`config.mk`:
```
export PLATFORM = sky130hd
export DESIGN_NAME = dwc_fault_monitor
export DESIGN_NICKNAME = d
export VERILOG_FILES = /design/src/rtl/dwc_fault_monitor.sv
export SDC_FILE = /design/constraint.sdc
export NUM_CORES = 1
export LEC_CHECK = 0
export CORE_ASPECT_RATIO = 1.75
export CORE_MARGIN = 2
export CORE_UTILIZATION = 47
export CTS_CLUSTER_SIZE = 12
export DETAILED_ROUTE_END_ITERATION = 12
export PLACE_DENSITY = 0.78
export SLEW_MARGIN = 20
export SYNTH_ARGS = -nofsm -noshare
export SYNTH_HDL_FRONTEND = slang
export SYNTH_SLANG_ARGS = --single-unit
```
`constraint.sdc`:
```
create_clock -name clk -period 2.2 [get_ports clk]
set_clock_uncertainty 0.2 [all_clocks]
set_input_delay 0.66 -clock clk [delete_from_list [all_inputs] [get_ports clk]]
set_output_delay 0.66 -clock clk [all_outputs]
set_load 0.05 [all_outputs]
```
`src/rtl/dwc_fault_monitor.sv`:
```
// dwc_fault_monitor
// Watches completed duplicate-with-comparison events. It keeps saturating
// match/mismatch statistics, requests a processor rollback on a mismatch,
// and escalates to a sticky fatal fault after too many consecutive failures.
//
// Optional build macro: DWC_MON_TIMEOUT_EN
//   defined   -> a ROLLBACK that sees no rollback_ack for ACK_TIMEOUT cycles
//                escalates to FATAL.
//   undefined -> ROLLBACK waits indefinitely; ACK_TIMEOUT has no effect.
module dwc_fault_monitor #(
  parameter int CNT_W       = 16,
  parameter int MAX_RETRY   = 3,
  parameter int ACK_TIMEOUT = 1024
) (
  input  logic             clk,
  input  logic             reset,
  input  logic             interupt_prompt,
  input  logic             isMatch,
  input  logic             rollback_ack,
  input  logic             fault_clear,
  input  logic             counters_clear,
  output logic             rollback_req,
  output logic             fatal_fault,
  output logic             irq,
  output logic [CNT_W-1:0] match_count,
  output logic [CNT_W-1:0] mismatch_count,
  output logic [7:0]       consec_mismatch,
  output logic [1:0]       state
);

  typedef enum logic [1:0] {
    ST_IDLE     = 2'd0,
    ST_ROLLBACK = 2'd1,
    ST_RETRY    = 2'd2,
    ST_FATAL    = 2'd3
  } state_t;

  // Compare in 9 bits so a saturated count of 255 still exceeds MAX_RETRY <= 254.
  localparam logic [8:0] MAX_RETRY_L = 9'(MAX_RETRY);

  state_t           r_state;
  logic             r_prompt_q;
  logic             r_rollback_req;
  logic             r_fatal_fault;
  logic             r_irq;
  logic [CNT_W-1:0] r_match_count;
  logic [CNT_W-1:0] r_mismatch_count;
  logic [7:0]       r_consec;

  logic             w_event;
  logic [7:0]       w_consec_inc;
  logic             w_over_limit;
  logic             w_timeout;

  // A prompt that stays high counts as a single event.
  assign w_event      = interupt_prompt & ~r_prompt_q;
  assign w_consec_inc = (r_consec == 8'hFF) ? 8'hFF : (r_consec + 8'd1);
  assign w_over_limit = ({1'b0, w_consec_inc} > MAX_RETRY_L);

`ifdef DWC_MON_TIMEOUT_EN
  localparam int ACK_CNT_W = (ACK_TIMEOUT > 1) ? $clog2(ACK_TIMEOUT) : 1;

  logic [ACK_CNT_W-1:0] r_ack_cnt;

  // Count cycles spent in ROLLBACK; zero whenever we are elsewhere.
  always_ff @(posedge clk or negedge reset) begin
    if (!reset) begin
      r_ack_cnt <= '0;
    end else if (r_state == ST_ROLLBACK) begin
      r_ack_cnt <= r_ack_cnt + ACK_CNT_W'(1);
    end else begin
      r_ack_cnt <= '0;
    end
  end

  // The last allowed ROLLBACK cycle without an ack triggers escalation.
  assign w_timeout = (r_state == ST_ROLLBACK) && !rollback_ack &&
                     (r_ack_cnt == ACK_CNT_W'(ACK_TIMEOUT - 1));
`else
  logic [31:0] w_unused_ack_timeout;
  assign w_unused_ack_timeout = 32'(ACK_TIMEOUT);
  assign w_timeout            = 1'b0;
`endif

  // Delay the prompt by one cycle for rising-edge detection.
  always_ff @(posedge clk or negedge reset) begin
    if (!reset) begin
      r_prompt_q <= 1'b0;
    end else begin
      r_prompt_q <= interupt_prompt;
    end
  end

  // Saturating statistics; a clear overrides a coincident event.
  always_ff @(posedge clk or negedge reset) begin
    if (!reset) begin
      r_match_count    <= '0;
      r_mismatch_count <= '0;
    end else if (counters_clear) begin
      r_match_count    <= '0;
      r_mismatch_count <= '0;
    end else if (w_event) begin
      if (isMatch) begin
        if (r_match_count != '1) r_match_count <= r_match_count + CNT_W'(1);
      end else begin
        if (r_mismatch_count != '1) r_mismatch_count <= r_mismatch_count + CNT_W'(1);
      end
    end
  end

  // Rollback/retry/fatal state machine with registered outputs.
  always_ff @(posedge clk or negedge reset) begin
    if (!reset) begin
      r_state        <= ST_IDLE;
      r_rollback_req <= 1'b0;
      r_fatal_fault  <= 1'b0;
      r_irq          <= 1'b0;
      r_consec       <= 8'd0;
    end else begin
      r_irq <= 1'b0;
      case (r_state)
        ST_IDLE, ST_RETRY: begin
          if (w_event) begin
            if (isMatch) begin
              r_consec <= 8'd0;
              r_state  <= ST_IDLE;
            end else begin
              r_consec <= w_consec_inc;
              r_irq    <= 1'b1;
              if (w_over_limit) begin
                r_state       <= ST_FATAL;
                r_fatal_fault <= 1'b1;
              end else begin
                r_state        <= ST_ROLLBACK;
                r_rollback_req <= 1'b1;
              end
            end
          end
        end
        ST_ROLLBACK: begin
          // Events arriving here are stale and only affect the statistics.
          if (rollback_ack) begin
            r_state        <= ST_RETRY;
            r_rollback_req <= 1'b0;
          end else if (w_timeout) begin
            r_state        <= ST_FATAL;
            r_rollback_req <= 1'b0;
            r_fatal_fault  <= 1'b1;
            r_irq          <= 1'b1;
          end
        end
        ST_FATAL: begin
          if (fault_clear) begin
            r_state       <= ST_IDLE;
            r_fatal_fault <= 1'b0;
            r_consec      <= 8'd0;
          end
        end
      endcase
    end
  end

  assign rollback_req    = r_rollback_req;
  assign fatal_fault     = r_fatal_fault;
  assign irq             = r_irq;
  assign match_count     = r_match_count;
  assign mismatch_count  = r_mismatch_count;
  assign consec_mismatch = r_consec;
  assign state           = r_state;

endmodule

```
# Yosys cells after proc, flatten, opt, wreduce, memory -nomap -nowiden
# Cells that the tools add are included.
# totals
regBits,46
inputBits,7
output_inout_bits,45
wordCells,74
# op_classes
add_sub_neg,3
magnitude_cmp,1
n_eq_ne,13
mux,32
n_bitwise,3
reduce_logical,14
# ops
op,n
$mux W16,8
$add A16 B1 Y16 const B,2
$mux W8,4
$ne A16 B16 Y1 const B,2
$pmux W8 S2,1
$ne A2 B2 Y1 const B,6
$reduce_and A3 Y1,4
$reduce_bool A2 Y1,6
$mux W1,11
$mux W2,5
$reduce_and A5 Y1,2
$add A8 B1 Y8 const B,1
$eq A8 B8 Y1 const B,1
$gt A8 B2 Y1 const B,1
$pmux W2 S3,1
$eq A2 B2 Y1 const B,2
$pmux W1 S2,2
$eq A2 B1 Y1 const B,1
$logic_not A2 Y1,1
$ne A2 B1 Y1 const B,1
$not A1 Y1,2
$reduce_or A2 Y1,1
$and A1 B1 Y1,1

# Longest topological paths before layout
# Gate-level depths: netlist (run 1).
# logic_depth
ltp_word,7
depth_mapped,6
mapped_depth_nobuf,5

# Worst setup path after synthesis (run 1)
# No wires, ideal clock.
# synth_path
kind,reg-to-reg
startpoint,reg r_mismatch_count[0] (netlist: mismatch_count[0])
endpoint,reg r_mismatch_count[14] (netlist: mismatch_count[14])
setup_time_ps,125
t_arrival_ps,2121
setup_slack_ps,-246
stages_incl_launch_ff,6
n_path_buf,0
period_less_slack_ps,2446
path_cell_list,dfrtp_1 > ha_1 > nand2_1 > nor4_1 > nand4_1 > mux2_2
# synth_between
elab_chain_cells,5
# synth_lines
item,line_no,text
from (decl),47,logic [CNT_W-1:0] r_mismatch_count;
from (signal assigned),106,if (r_mismatch_count != '1) r_mismatch_count <= r_mismatch_count + CNT_W'(1);
$add A16 B1 Y16,106,
$mux W16,106,
$mux W16,103,if (isMatch) begin
$mux W16,102,end else if (w_event) begin
$mux W16,99,end else if (counters_clear) begin
# Several ways; a longest one is shown, not always the timed one. The select of a mux whose other input is x is not followed.
# A chain may end at the register's enable or synchronous reset.

# Worst setup path in the final report (run 1)
# layout_path
startpoint,reg r_mismatch_count[0] (netlist: mismatch_count[0])
endpoint,reg r_mismatch_count[15] (netlist: mismatch_count[15])
# Same word-level chain as after synthesis.

==> impl_results.md, run 1 <==
* Status: finished, final reports clean
* Crit share post-route at 96.1%
* Initial antenna violation count at 0
* Cells along the critical path: and3_1 -> or4b_4 -> or4b_1 -> o211a_1
* Number of remaining DRC errors at 0
* IO Count at 52
* Syn. warnings at 0
* Comb pwr share at 25.9%
* Flop pwr share at 43.6%
* Worst path top cell family by delay: simple AND/OR/NAND/NOR gates
* Post-Place Setup Slack at -578 ps
* Crit path largest cell delay at 510 ps
* H-tree lvl count at 2
* Root Driver: clkbuf_8
* Total Routing Usage GR at 25.9%
* Mean area per synthesized cell at roughly 9 um2
* Rows at 36
* Clock Path Buffers at 2
* Critical Path Slowest Stage Cell: or4b_1
* Peak VDD IR at around 0.76 mV
* Fin. Hold Viols at 0
* Seq. cell area at 1180 um2
* Count of cell types in the netlist at 46
* Period minus WS final at 2110 ps
* Clk slew on worst S/H paths at 100 ps
* # port buffers at between 50 and 60
* Die H at about 100 um
* Pint at 0.00145 W
* Core area at 5540 um2
* CP startpoint kind: register
* Area of the multi-input gates at approximately 1500 um2
* Die area at 6340 um2
* Slew Limit Headroom at 67.5%
* Routed WL at 7610 um
* Pwr/cell area at 552 nW/um2
* Worst Path Required at between 2000 and 2500 ps
* GPL Wtd Cong at ~1
* Post-synth top area share at between 40 and 50%
* Worst Hold Class: in2async
* Number of synthesized flops with an enable pin at 0
* Top cells by area, synth: dfrtp_1 43%, mux2_2 5.9%, a21oi_1 4.5%
* FF+latch count, synth at 46
* Placed wire-length estimate at 5660 um
* TritonCTS buffer count at 5
* Placed cell count at 453
* Smallest setup slack after layout at 86.1 ps
* Vias at about 2700
* Area leader, netlist: dfrtp_1
* Count of clock tree sinks at 46
* Initial Util at 48.3%
* Leakage at 1.69 nW
* Clock share of power at 30.4%
* Post-synth top cells: 46 x dfrtp_1, 24 x a21oi_1, 22 x nand2_1, 20 x nor2_1, 16 x nor2b_1
* Synthesized net count at 304
* Top-count cell post-synth: dfrtp_1
* Clk_lat worst skew at 310 ps
* TritonCTS clock tree: built
* Fin util at 70.5%
* Slew @ Worst Pin at 483 ps
* DR vias/cell at 5.90
* WS Path Type: reg2reg
* Ant diodes at 0
* Die width at 61.0 um
* Router iterations before antenna repair at 4
* Layout overhead on the synthesized area at 45.9%
* CP Capture Type: register
* Layout fillers at approximately 430
* Mapped Area at 2680 um2
* Crit path DAT at approximately 2100 ps
* RSZ-0062 raised after global routing: no
* Pins Over Slew Limit at 0
* Pin count of the biggest net entering global routing at 47
* Gate Count Post-Synth at 294
* Routed Antenna Nets at 0
* Setup TNS at 0 ps
* Layout Cells excl Fill at 462
* Psw at 0.000701 W
* Design Area, Final at 3910 um2
* Avg WL per Cell at 16.5 um
* Fmax at between 0.4 and 0.5 GHz
* Vias in the first global route at about 2700
* Final #Nets at 395
* Switching share of power at 32.6%
* Grt total ovfl at 0
* Main synth FF type: dfrtp_1
* Sequential area share after synthesis at between 40% and 50%
* CP max FO at 7
* CP bufs+invs at 0
* Area after DPL at 3750 um2
* Post-CTS Hold Buffers at 0
* Endpoints failing setup at 0
* DR iter-0 viols at 154
* Ys async rst share at 100%
* Layout cell share with drive strength beyond 1 at 40.9%
* First-pass GRT wire length at 12500 um
* Max-Cap Viols at 0
layout make-up:
class / count / share of cell area [%]
multi-input cells: 223 / 38.2
flip-flops and latches: 46 / 30.2
repair buffers: 99 / 25.3
well taps: 76 / 2.44
clock buffers: 5 / 1.76
clock inverters: 3 / 1.15
inverters: 10 / 0.961
cells by family after synthesis:
logic type / synth area share (%)
compound gates: 17.3
fa+ha+maj: 1.40
buf+inv: 3.65
flops: 43.0
mux: 6.64
simple gates: 28.0
sequential cells by signal (all words and copies together), names as in the netlist:
signal,cells
irq,1
consec_mismatch,8
r_prompt_q,1
rollback_req,1
state,2
mismatch_count,16
fatal_fault,1
match_count,16
path summary, 6_finish.rpt:
kind	endpoint	from	slack [ps]	cells after the start
worst min-delay path	mismatch_count[13]	reset	110	2
max in group asynchronous	consec_mismatch[5]	reset	1430	2
worst max register to register	mismatch_count[15]	mismatch_count[0]	90	4
worst min register to register	fatal_fault	fatal_fault	320	2
min in group clk	fatal_fault	fatal_fault	320	2
worst max-delay path	mismatch_count[15]	mismatch_count[0]	90	4
timing repair:
action                                  in CTS  in global routing
gates resized for setup                      6                  4
endpoints found under the setup margin      31                  5
cloned                                       0                  0
pin swaps                                    2                  0
endpoints found under the hold margin        0                  0
setup buffers                                1                  0
power by group through the flow:
stage	clock, W	sequential (W)	combinational, W
after floorplan	0	0.00112	0.000141
after global placement	0	0.000952	0.000542
after detailed placement	0	0.000954	0.000553
after CTS	0.000658	0.000938	0.000558
after global routing	0.000686	0.000946	0.000597
final	0.000656	0.000940	0.000559
metrics by stage:
| step | power (W) | hold slack [ps] |
|---|---|---|
| after global placement | 0.00149 | 302 |
| after CTS | 0.00215 | 131 |
| final | 0.00215 | 115 |
| after global routing | 0.00223 | 134 |
| after detailed placement | 0.00151 | 309 |
| after floorplan | 0.00126 | 164 |
metal layers:
metal | GRT usage (%) | share of wire, % | vias up
met1 | 28.6 | 37 | 1316
met4 | 14.0 | 3.5 | 0
li1 | - | - | 1294
met2 | 44.8 | 55 | 89
met5 | 0 | 0 | -
met3 | 3.50 | 3.8 | 25
placed cells by master, fill, tap and decap left out, drive strengths merged, types with 5 or more instances in the layout:
master | netlist | routed
buf | 3 | 94
inv | 10 | 10
nand2 | 22 | 22
nand3 | 15 | 15
nand4 | 13 | 13
nor2 | 20 | 20
mux2 | 14 | 14
nor4 | 6 | 6
or4 | 11 | 11
o31ai | 8 | 8
and3 | 5 | 5
nor2b | 16 | 16
dfrtp | 46 | 46
o21ai | 14 | 14
clkbuf | 12 | 5
a21oi | 24 | 24
No activity file was read; power rests on OpenSTA's default activity.
==> run 2, diff against run 1 <==
--- a/config.mk
+++ b/config.mk
@@ -10,7 +10,9 @@
 export CORE_UTILIZATION = 47
 export CTS_CLUSTER_SIZE = 12
 export DETAILED_ROUTE_END_ITERATION = 12
+export MAX_ROUTING_LAYER = met4
 export PLACE_DENSITY = 0.78
+export RECOVER_POWER = 50
 export SLEW_MARGIN = 20
 export SYNTH_ARGS = -nofsm -noshare
 export SYNTH_HDL_FRONTEND = slang
==> impl_results.md, run 2 (synthesis results as in run 1) <==
* Overall power at 0.00211 W (-2.0%)
* Fin util at 69.0% (-1.4 points)
* Rows at 36 (unchanged)
* Comb pwr share at 25.4% (-0.5 points)
* Clock Path Buffers at 2 (unchanged)
* Area after DPL at 3750 um2 (unchanged)
* Design Area, Final at 3820 um2 (-2.1%)
* Die width at 61.0 um (unchanged)
* Number of remaining DRC errors at 0 (unchanged)
* Slew Limit Headroom at 21.7% (-46 points)
* Initial Util at 48.3% (unchanged)
* Crit share post-route at 96.3% (+0.22 points)
* Max-Cap Viols at 0 (unchanged)
* Layout overhead on the synthesized area at 42.9%
* Cells along the critical path: ha_1 -> nand2_1 -> o41ai_1 -> a211oi_2 -> mux2_2
* Vias in the first global route at 2810 (+2.3%)
* Routed WL at 7530 um (-1.1%)
* Period minus WS final at 2120 ps (+4.85 ps)
* Placed wire-length estimate at 5670 um (+0.21%)
* Pins Over Slew Limit at 0 (unchanged)
* Post-CTS Hold Buffers at 0 (unchanged)
* IO Count at 52 (unchanged)
* TritonCTS clock tree: built
* Endpoints failing setup at 0 (unchanged)
* Setup TNS at 0 ps (unchanged)
* Commonest non-fill, non-tap cell in the layout: buf_4
* WS Path Type: reg2reg
* Worst setup path end: mismatch_count[13]
* Count of clock tree sinks at 46 (unchanged)
* Crit path DAT at 2110 ps (about the same)
* DR vias/cell at 5.87 (-0.37%)
* Fin. Hold Viols at 0 (unchanged)
* Routed Antenna Nets at 0 (unchanged)
* GPL Wtd Cong at 1.00 (-2.5%)
* Pin count of the biggest net entering global routing at 47 (unchanged)
* Clk_lat worst skew at 300 ps (about the same)
* Critical Path Slowest Stage Cell: o41ai_1
* Worst Hold Class: reg2reg
* Status: finished, final reports clean
* Layout cell share with drive strength beyond 1 at 38.6% (-2.3 points)
* Flop pwr share at 44.5% (+0.9 points)
* Pwr/cell area at 552 nW/um2 (about the same)
* DR iter-0 viols at 162 (+5.2%)
* Psw at 0.000673 W (-4.1%)
* RSZ-0062 raised after global routing: yes
* Peak VDD IR at 0.623 mV (-18%)
* Die H at 104 um (unchanged)
* Core area at 5540 um2 (unchanged)
* Crit path largest cell delay at 560 ps (+50 ps)
* Switching share of power at 31.9% (-0.69 points)
* Worst Path Required at 2190 ps (-20 ps)
* Crit. Startpoint: mismatch_count[0]
* TritonCTS buffer count at 5 (unchanged)
* Ant diodes at 0 (unchanged)
* FF-to-FF End: mismatch_count[13]
* Fmax at 0.472 GHz (-0.23%)
* H-tree lvl count at 2 (unchanged)
* Leakage at 1.68 nW (-0.71%)
* Avg WL per Cell at 16.3 um (-1.1%)
* R2R Setup Slk at 80 ps (about the same)
* CP Capture Type: register
* Router iterations before antenna repair at 4 (unchanged)
* CP max FO at 7 (unchanged)
* Pint at 0.00144 W (-1.0%)
* Worst path top cell family by delay: compound AO/OA/AOI/OAI gates
* CP bufs+invs at 0 (unchanged)
* CP startpoint kind: register
* Total Routing Usage GR at 26.2% (+0.33 points)
* # port buffers at 51 (unchanged)
* Initial antenna violation count at 0 (unchanged)
* First-pass GRT wire length at 12600 um (+1.3%)
* Vias at 2714 (-0.37%)
* Final #Nets at 395 (unchanged)
* Grt total ovfl at 0 (unchanged)
* Clock share of power at 30.1% (-0.3 points)
* Die area at 6340 um2 (unchanged)
* R2R cell count at 5 (+1)
* Clk slew on worst S/H paths at 90 ps (about the same)
* Slew @ Worst Pin at 1170 ps (+691 ps)
* Most frequent cells in the layout: 60 x buf_4, 24 x a21oi_1, 23 x dfrtp_2, 23 x dfrtp_1, 22 x nand2_1
* Worst r2r src: mismatch_count[0]
* CP Depth at 5 (+1)
* Root Driver: clkbuf_8
==> run 2: cell types whose count changed in the layout (fill, tap and decap cells not counted), moves of 2 or more <==
cell        change
buf_4          -14
clkbuf_1        +6
clkinvlp_4      -2
buf_12          -2
clkbuf_2       +11
==> run 2: stage by stage <==
step                cells  hold WS (ps)  worst slack, ps
floorplan             294           164            -26.3
finish                462           332             81.3
global placement      453           312             -526
global route          462           377            -23.7
detailed placement    453           327             -588
CTS                   462           142             2.72
==> run 2: area by class of cell <==
type	instances	area, um2
clock buffers	7	76.3
flip-flops and latches	46	1180
inverters	10	37.5
multi-input cells	223	1480
repair buffers	99	925
fillers	478	1720
well taps	76	95.1
clock inverters	1	30.0
==> run 2: worst min-delay path: cells and delay by family (launching register included) <==
kind | cells | cell delay, ps
AO/OA/AOI/OAI | 2 | 140
flip-flops | 1 | 360
==> run 2: metal layers <==
metal,vias up,global-route usage (%),wire length (um)
met5,-,-,0
met4,0,12.0,297
met3,26,3.12,248
met2,85,44.7,4200
met1,1327,28.9,2790
li1,1276,-,-
==> run 2: worst min path at each step <==
stage	startpoint	end	slack, ps	depth (start not counted)
6_report	fatal_fault	fatal_fault	330	2
5_1_grt	match_count[2]	match_count[2]	380	1
4_1_cts	reset	mismatch_count[9]	140	2
3_5_place_dp	fatal_fault	fatal_fault	330	2
3_3_place_gp	fatal_fault	fatal_fault	310	2
2_1_floorplan	reset	consec_mismatch[0]	160	0
==> run 2: what timing repair did <==
item	CTS	global route
cloned	0	0
pin swaps	0	0
setup endpoints to repair	33	7
gates resized for setup	5	4
setup buffers	1	0
==> run 2: power by group through the flow <==
stage / Sequential (W) / Combinational (W) / Clock (W)
global placement: 0.000953 / 0.000543 / 0
floorplan: 0.00112 / 0.000141 / 0
global route: 0.000946 / 0.000579 / 0.000678
CTS: 0.000939 / 0.000557 / 0.000645
detailed placement: 0.000956 / 0.000554 / 0
finish: 0.000939 / 0.000537 / 0.000635
==> run 3, diff against run 2 <==
--- a/config.mk
+++ b/config.mk
@@ -5,6 +5,7 @@
 export SDC_FILE = /design/constraint.sdc
 export NUM_CORES = 1
 export LEC_CHECK = 0
+export CAP_MARGIN = 20
 export CORE_ASPECT_RATIO = 1.75
 export CORE_MARGIN = 2
 export CORE_UTILIZATION = 47
==> results of run 3 <==
No change in the layout: final DEF, timing and power equal those of run 2.
